<file path="config.mk">
export PLATFORM = sky130hd
export DESIGN_NAME = branch_predict_ctrl_flat
export DESIGN_NICKNAME = d
export VERILOG_FILES = /design/src/rtl/branch_predict_ctrl_if.sv /design/src/rtl/branch_predict_ctrl.sv /design/src/flat_wrapper.sv
export SDC_FILE = /design/constraint.sdc
export NUM_CORES = 1
export LEC_CHECK = 0
export ABC_AREA = 1
export ABC_CLOCK_PERIOD_IN_PS = 2500
export CORE_MARGIN = 2
export CORE_UTILIZATION = 45
export DETAILED_ROUTE_END_ITERATION = 10
export PLACE_DENSITY = 0.73
export SLEW_MARGIN = 5
export SYNTH_ARGS = -nofsm -noshare
export SYNTH_HDL_FRONTEND = slang
export SYNTH_SLANG_ARGS = --single-unit
</file>
<file path="constraint.sdc">
create_clock -name clk -period 2.5 [get_ports clk]
set_input_delay 0.25 -clock clk [delete_from_list [all_inputs] [get_ports clk]]
set_output_delay 0.25 -clock clk [all_outputs]
set_load 0.05 [all_outputs]
</file>
<file path="src/rtl/branch_predict_ctrl_if.sv">
// Fetch/EX/redirect signal bundle between the core pipeline and the branch
// prediction controller.
interface branch_predict_ctrl_if #(
  parameter int REG_SIZE = 32
);
  logic                if_valid;
  logic [REG_SIZE-1:0] if_pc;
  logic [6:0]          if_opcode;
  logic [REG_SIZE-1:0] if_imm_b;
  logic                pred_taken;
  logic [REG_SIZE-1:0] pred_target;

  logic                ex_valid;
  logic [REG_SIZE-1:0] ex_pc;
  logic [6:0]          ex_opcode;
  logic                ex_pred_taken;
  logic                ex_br_taken;
  logic [REG_SIZE-1:0] ex_target;

  logic                redirect;
  logic [REG_SIZE-1:0] redirect_pc;
  logic                flush;
  logic [31:0]         br_count;
  logic [31:0]         mispred_count;

  // The pipeline side drives fetch/EX information and consumes predictions.
  modport master (
    output if_valid, if_pc, if_opcode, if_imm_b,
    output ex_valid, ex_pc, ex_opcode, ex_pred_taken, ex_br_taken, ex_target,
    input  pred_taken, pred_target, redirect, redirect_pc, flush,
    input  br_count, mispred_count
  );

  modport slave (
    input  if_valid, if_pc, if_opcode, if_imm_b,
    input  ex_valid, ex_pc, ex_opcode, ex_pred_taken, ex_br_taken, ex_target,
    output pred_taken, pred_target, redirect, redirect_pc, flush,
    output br_count, mispred_count
  );
endinterface

</file>
<file path="src/rtl/branch_predict_ctrl.sv">
// Bimodal branch predictor with EX-stage training and mispredict recovery
// (one-cycle redirect pulse plus a multi-cycle front-end flush).
module branch_predict_ctrl #(
  parameter int REG_SIZE     = 32,
  parameter int BHT_ENTRIES  = 16,
  parameter int FLUSH_CYCLES = 2
) (
  input logic clk,
  input logic rst_n,
  branch_predict_ctrl_if.slave bus
);
  localparam int         IDX_W     = $clog2(BHT_ENTRIES);
  localparam logic [6:0] OP_BRANCH = 7'd99;

  typedef enum logic {RUN, FLUSH} state_t;

  state_t           state;
  logic [1:0]       bht [BHT_ENTRIES];
  logic [2:0]       flush_cnt;
  logic [IDX_W-1:0] if_idx;
  logic [IDX_W-1:0] ex_idx;
  logic             resolve;
  logic             mispredict;

  assign if_idx = bus.if_pc[IDX_W+1:2];
  assign ex_idx = bus.ex_pc[IDX_W+1:2];

  assign bus.pred_taken  = bus.if_valid && (bus.if_opcode == OP_BRANCH) && bht[if_idx][1];
  assign bus.pred_target = bus.pred_taken ? (bus.if_pc + bus.if_imm_b)
                                          : (bus.if_pc + REG_SIZE'(4));

  // EX results are only honoured in RUN; instructions seen during FLUSH are being killed.
  assign resolve    = bus.ex_valid && (bus.ex_opcode == OP_BRANCH) && (state == RUN);
  assign mispredict = resolve && (bus.ex_pred_taken != bus.ex_br_taken);

  always_ff @(posedge clk or negedge rst_n) begin
    if (!rst_n) begin
      for (int i = 0; i < BHT_ENTRIES; i++) bht[i] <= 2'b01;
      state             <= RUN;
      flush_cnt         <= '0;
      bus.redirect      <= 1'b0;
      bus.redirect_pc   <= '0;
      bus.flush         <= 1'b0;
      bus.br_count      <= '0;
      bus.mispred_count <= '0;
    end else begin
      if (resolve) begin
        if (bus.ex_br_taken) begin
          if (bht[ex_idx] != 2'b11) bht[ex_idx] <= bht[ex_idx] + 2'b01;
        end else begin
          if (bht[ex_idx] != 2'b00) bht[ex_idx] <= bht[ex_idx] - 2'b01;
        end
        bus.br_count <= bus.br_count + 32'd1;
      end

      case (state)
        RUN: begin
          if (mispredict) begin
            bus.redirect_pc   <= bus.ex_br_taken ? bus.ex_target
                                                 : (bus.ex_pc + REG_SIZE'(4));
            bus.redirect      <= 1'b1;
            bus.flush         <= 1'b1;
            flush_cnt         <= 3'(FLUSH_CYCLES - 1);
            bus.mispred_count <= bus.mispred_count + 32'd1;
            state             <= FLUSH;
          end else begin
            bus.redirect <= 1'b0;
            bus.flush    <= 1'b0;
          end
        end
        FLUSH: begin
          bus.redirect <= 1'b0;
          if (flush_cnt == 3'd0) begin
            bus.flush <= 1'b0;
            state     <= RUN;
          end else begin
            flush_cnt <= flush_cnt - 3'd1;
          end
        end
        default: state <= RUN;
      endcase
    end
  end
endmodule

</file>
<file path="src/flat_wrapper.sv">
// flat-port wrapper written by rule: the top's interface ports become plain ports
module branch_predict_ctrl_flat 
#(
  parameter int REG_SIZE     = 32,
  parameter int BHT_ENTRIES  = 16,
  parameter int FLUSH_CYCLES = 2
)
  (clk, rst_n, bus_if_valid, bus_if_pc, bus_if_opcode, bus_if_imm_b, bus_ex_valid, bus_ex_pc, bus_ex_opcode, bus_ex_pred_taken, bus_ex_br_taken, bus_ex_target, bus_pred_taken, bus_pred_target, bus_redirect, bus_redirect_pc, bus_flush, bus_br_count, bus_mispred_count);
  branch_predict_ctrl_if #(.REG_SIZE(REG_SIZE)) bus_i ();
  input logic clk;
  input logic rst_n;
  input wire logic [$bits(bus_i.if_valid)-1:0] bus_if_valid;
  input wire logic [$bits(bus_i.if_pc)-1:0] bus_if_pc;
  input wire logic [$bits(bus_i.if_opcode)-1:0] bus_if_opcode;
  input wire logic [$bits(bus_i.if_imm_b)-1:0] bus_if_imm_b;
  input wire logic [$bits(bus_i.ex_valid)-1:0] bus_ex_valid;
  input wire logic [$bits(bus_i.ex_pc)-1:0] bus_ex_pc;
  input wire logic [$bits(bus_i.ex_opcode)-1:0] bus_ex_opcode;
  input wire logic [$bits(bus_i.ex_pred_taken)-1:0] bus_ex_pred_taken;
  input wire logic [$bits(bus_i.ex_br_taken)-1:0] bus_ex_br_taken;
  input wire logic [$bits(bus_i.ex_target)-1:0] bus_ex_target;
  output wire logic [$bits(bus_i.pred_taken)-1:0] bus_pred_taken;
  output wire logic [$bits(bus_i.pred_target)-1:0] bus_pred_target;
  output wire logic [$bits(bus_i.redirect)-1:0] bus_redirect;
  output wire logic [$bits(bus_i.redirect_pc)-1:0] bus_redirect_pc;
  output wire logic [$bits(bus_i.flush)-1:0] bus_flush;
  output wire logic [$bits(bus_i.br_count)-1:0] bus_br_count;
  output wire logic [$bits(bus_i.mispred_count)-1:0] bus_mispred_count;
  assign bus_i.if_valid = bus_if_valid;
  assign bus_i.if_pc = bus_if_pc;
  assign bus_i.if_opcode = bus_if_opcode;
  assign bus_i.if_imm_b = bus_if_imm_b;
  assign bus_i.ex_valid = bus_ex_valid;
  assign bus_i.ex_pc = bus_ex_pc;
  assign bus_i.ex_opcode = bus_ex_opcode;
  assign bus_i.ex_pred_taken = bus_ex_pred_taken;
  assign bus_i.ex_br_taken = bus_ex_br_taken;
  assign bus_i.ex_target = bus_ex_target;
  assign bus_pred_taken = bus_i.pred_taken;
  assign bus_pred_target = bus_i.pred_target;
  assign bus_redirect = bus_i.redirect;
  assign bus_redirect_pc = bus_i.redirect_pc;
  assign bus_flush = bus_i.flush;
  assign bus_br_count = bus_i.br_count;
  assign bus_mispred_count = bus_i.mispred_count;
  branch_predict_ctrl #(.REG_SIZE(REG_SIZE), .BHT_ENTRIES(BHT_ENTRIES), .FLUSH_CYCLES(FLUSH_CYCLES)) u_core (.clk(clk), .rst_n(rst_n), .bus(bus_i));
endmodule
</file>
==> out/metrics.yaml <==
antenna_found_initial: 5
fp.dieH_um: 167
fin_area_um2: 18000
async_reset_ff_share_pct: 100
cts-buffers-inserted: 17
grt_pass1_vias: 13900
drt-pass1-iter-count: 5
synth.most_common_cell: "nand2_1"
vias_per_cell: 5.26
die_w_um: 167
synth_area_um2: 12000
hold_path.class: "in -> async"
synth_fp_nets: 2125
synth_simple_gate_area_share_pct: 42.5
fin_hold_ws_ps: 334
rsz0062_at_grt: "true"
ios: 279
cts.sinks: 134
drc_errors: 0
path_clk_slew_ps: 80
peakVddDrop_mv: 0.427
hpwl_mm: 36.9
clockBufferDepth: 2
seq_area_frac_synth_pct: 28.2
cp_slowest_cell: "clkdlybuf4s50_1"
grt_usage_pct: 32.6
leakage_uw: 0.00882
drtAntennaViolNets: 0
fillers: 2325
layout-drive-gt1-share_pct: 17.0
cts_tree: "done"
grt_overflow_total: 0
period_needed_ps: 2430
highest_layer: "met4"
grt_first_pass_wirelength_mm: 72.6
yosys.area_share.xor_xnor_pct: 7.69
core_area_um2: 26100
cp.required_ps: 2250
power_density_nw_per_um2: 404
synthTopCellsByArea: "dfrtp_1 (25%), nand2_1 (23%), inv_1 (7.1%), nor2_1 (6.2%), nand3_1 (5.5%)"
ys_seq_elements: 134
yosys_warnings: 0
slew_viol_final: 0
routed_wl_mm: 46.7
synth_cell_types: 45
dieArea_um2: 27900
finalClockSkew_ps: 23.5
slowest_delay_ps: 450
port_buffers: 278
cp_max_fo: 3
finalHoldViolations: 0
cts_root_buf: "clkbuf_16"
synth-compound-area-share_pct: 7.40
synth_mux_area_share_pct: 0.335
worst_pin_slew_ps: 597
yosys.area.top_type_share_pct: 24.7
relSlewSlack_pct: 60.1
critical_path_class: "in -> out"
synth_top_family_by_area: "simple AND/OR/NAND/NOR gates"
ys.flop_type: "dfrtp_1"
synthAdderAreaFrac_pct: 4.56
syn_avg_cell_area_um2: 6.18
setup_viol_count_final: 0
status: "finished, final reports clean"
dr_wl_met2_mm: 21.7
wl_met3_mm: 3.44
wl_per_cell_um: 17.2
fin_crit_sh_pct: 97.1
drtIter0Drc: 1062
clk_latency_ps: 440
syn_inst: 1934
cp-start-kind: "input port"
crit_chain: "clkdlybuf4s50_1 -> ha_4 -> buf_4 -> nand2_2 -> nor2_2 -> and3_4 -> and2_1 -> nand2_2 -> nand2_1 -> nand2_1 -> nand3_1 -> nand2_1 -> buf_12"
crit_top_cell: "nand2_1"
routedLengthMet1_mm: 19.7
grt_start_max_net_pins: 62
yosysTopAreaCell: "dfrtp_1"
rows: 59
fmax_ghz: 0.412
gp_congestion: 0.983
start_util_pct: 45.9
synth_enable_flop_cells: 0
critPathArrivalTime_ps: 2180
htreeDepth: 4
layout.nets: 2548
route.vias.total: 14300
area_growth_pct: 51.0
dpl_cell_area_um2: 16500
endpoint_kind: "primary output"
ys_top_cells_by_count: "nand2_1 (737), inv_1 (226), nor2_1 (196)"
maxCapViolCount: 0
==> path summary, 6_finish.rpt <==
path | to | start | slack [ps] | cells past startpoint
worst max-delay path | bus_pred_target[29] | bus_if_imm_b[26] | 70 | 13
worst min-delay path | u_core.bus.redirect_pc[26] | rst_n | 330 | 2
worst max register to register | u_core.bht[3] | register | 200 | 13
worst min register to register | register | register | 480 | 2
max in group asynchronous | u_core.bus.redirect_pc[0] | rst_n | 1410 | 3
min in group clk | u_core.bus.redirect_pc[13] | bus_ex_target[13] | 410 | 3
==> cells in the final DEF (no fill, tap or decap), types with 5 or more instances in the layout <==
cell type and count:
inv_1 226, o21ai_0 79, dfstp_2 16, ha_4 28, o211ai_1 8, nand2_1 709
nand4_1 31, o21ai_1 35, inv_2 6, nor2_4 9, diode_2 5, xor2_1 59
inv_6 6, clkbuf_16 18, nand3_1 116, o22ai_1 5, a21oi_1 23, nor2_2 24
nor3_2 6, nand2_2 28, nor2_1 174, clkdlybuf4s50_1 199, nor3_1 45, dlygate4sd2_1 17
nand3_2 25, nand3b_1 15, dfrtp_1 118, xnor2_1 44, dlymetal6s2s_1 28, buf_4 151
a21oi_2 10, buf_12 42, ha_1 14
==> repair_timing <==
action,in CTS,in global routing
setup buffers,1,9
pin swaps,11,14
hold endpoints to repair,43,0
resized for setup,77,118
setup endpoints to repair,28,57
cloned,1,2
hold buffers,1,0
==> area by class of cell <==
| class | count | area [µm²] | area share, % |
|---|---|---|---|
| Multi-Input combinational cell | 1524 | 8170 | 45.3 |
| Timing Repair Buffer | 444 | 4580 | 25.4 |
| Sequential cell | 134 | 3370 | 18.7 |
| Inverter | 235 | 893 | 4.95 |
| Clock buffer | 18 | 439 | 2.43 |
| Tap cell | 335 | 419 | 2.32 |
| Clock inverter | 14 | 151 | 0.839 |
| Antenna cell | 5 | 12.5 | 0.0693 |
| Timing Repair inverter | 1 | 5.00 | 0.0277 |
==> cell families (layout without fill, tap and decap cells) <==
group	after synthesis	after routing
and+or+nand+nor	1203	1203
buffers and inverters	276	712
AOI/OAI and AO/OA	169	169
DFF	134	134
xor gates and xnor gates	105	105
adders and majority gates	43	43
muxes	4	4
other	0	5
==> worst max-delay path, delay by kind of cell <==
kind | cells | cell delay (ps)
and+or+nand+nor | 9 | 890
buffers and inverters | 3 | 750
adders and majority gates | 1 | 290
==> stage by stage <==
step / util [%] / cells / setup TNS, ps / setup slack [ps] / power, µW
final: 69.3 / 2710 / 0 / 73.0 / 7300
after CTS: 67.2 / 2694 / -10.9 / -8.15 / 7210
after global routing: 69.2 / 2707 / -120 / -35.1 / 7580
after global placement: 63.2 / 2659 / -12780 / -364 / 4490
after floorplan: - / 1934 / -14.1 / -4.69 / 3410
after detailed placement: 63.2 / 2659 / -12870 / -375 / 4510
==> power breakdown <==
group	switching, µW	internal [µW]	leakage (µW)
Sequential	62.5	2230	0.00174
Clock	1170	1440	0.000286
Combinational	1370	1020	0.00680
==> per-layer routing <==
metal | vias to the layer above | track usage [%]
li1 | 6957 | -
met1 | 6582 | 42.2
met2 | 606 | 53.7
met3 | 108 | 5.70
met4 | 0 | 13.5
met5 | - | 0
Power figures use the tool's default switching activity.
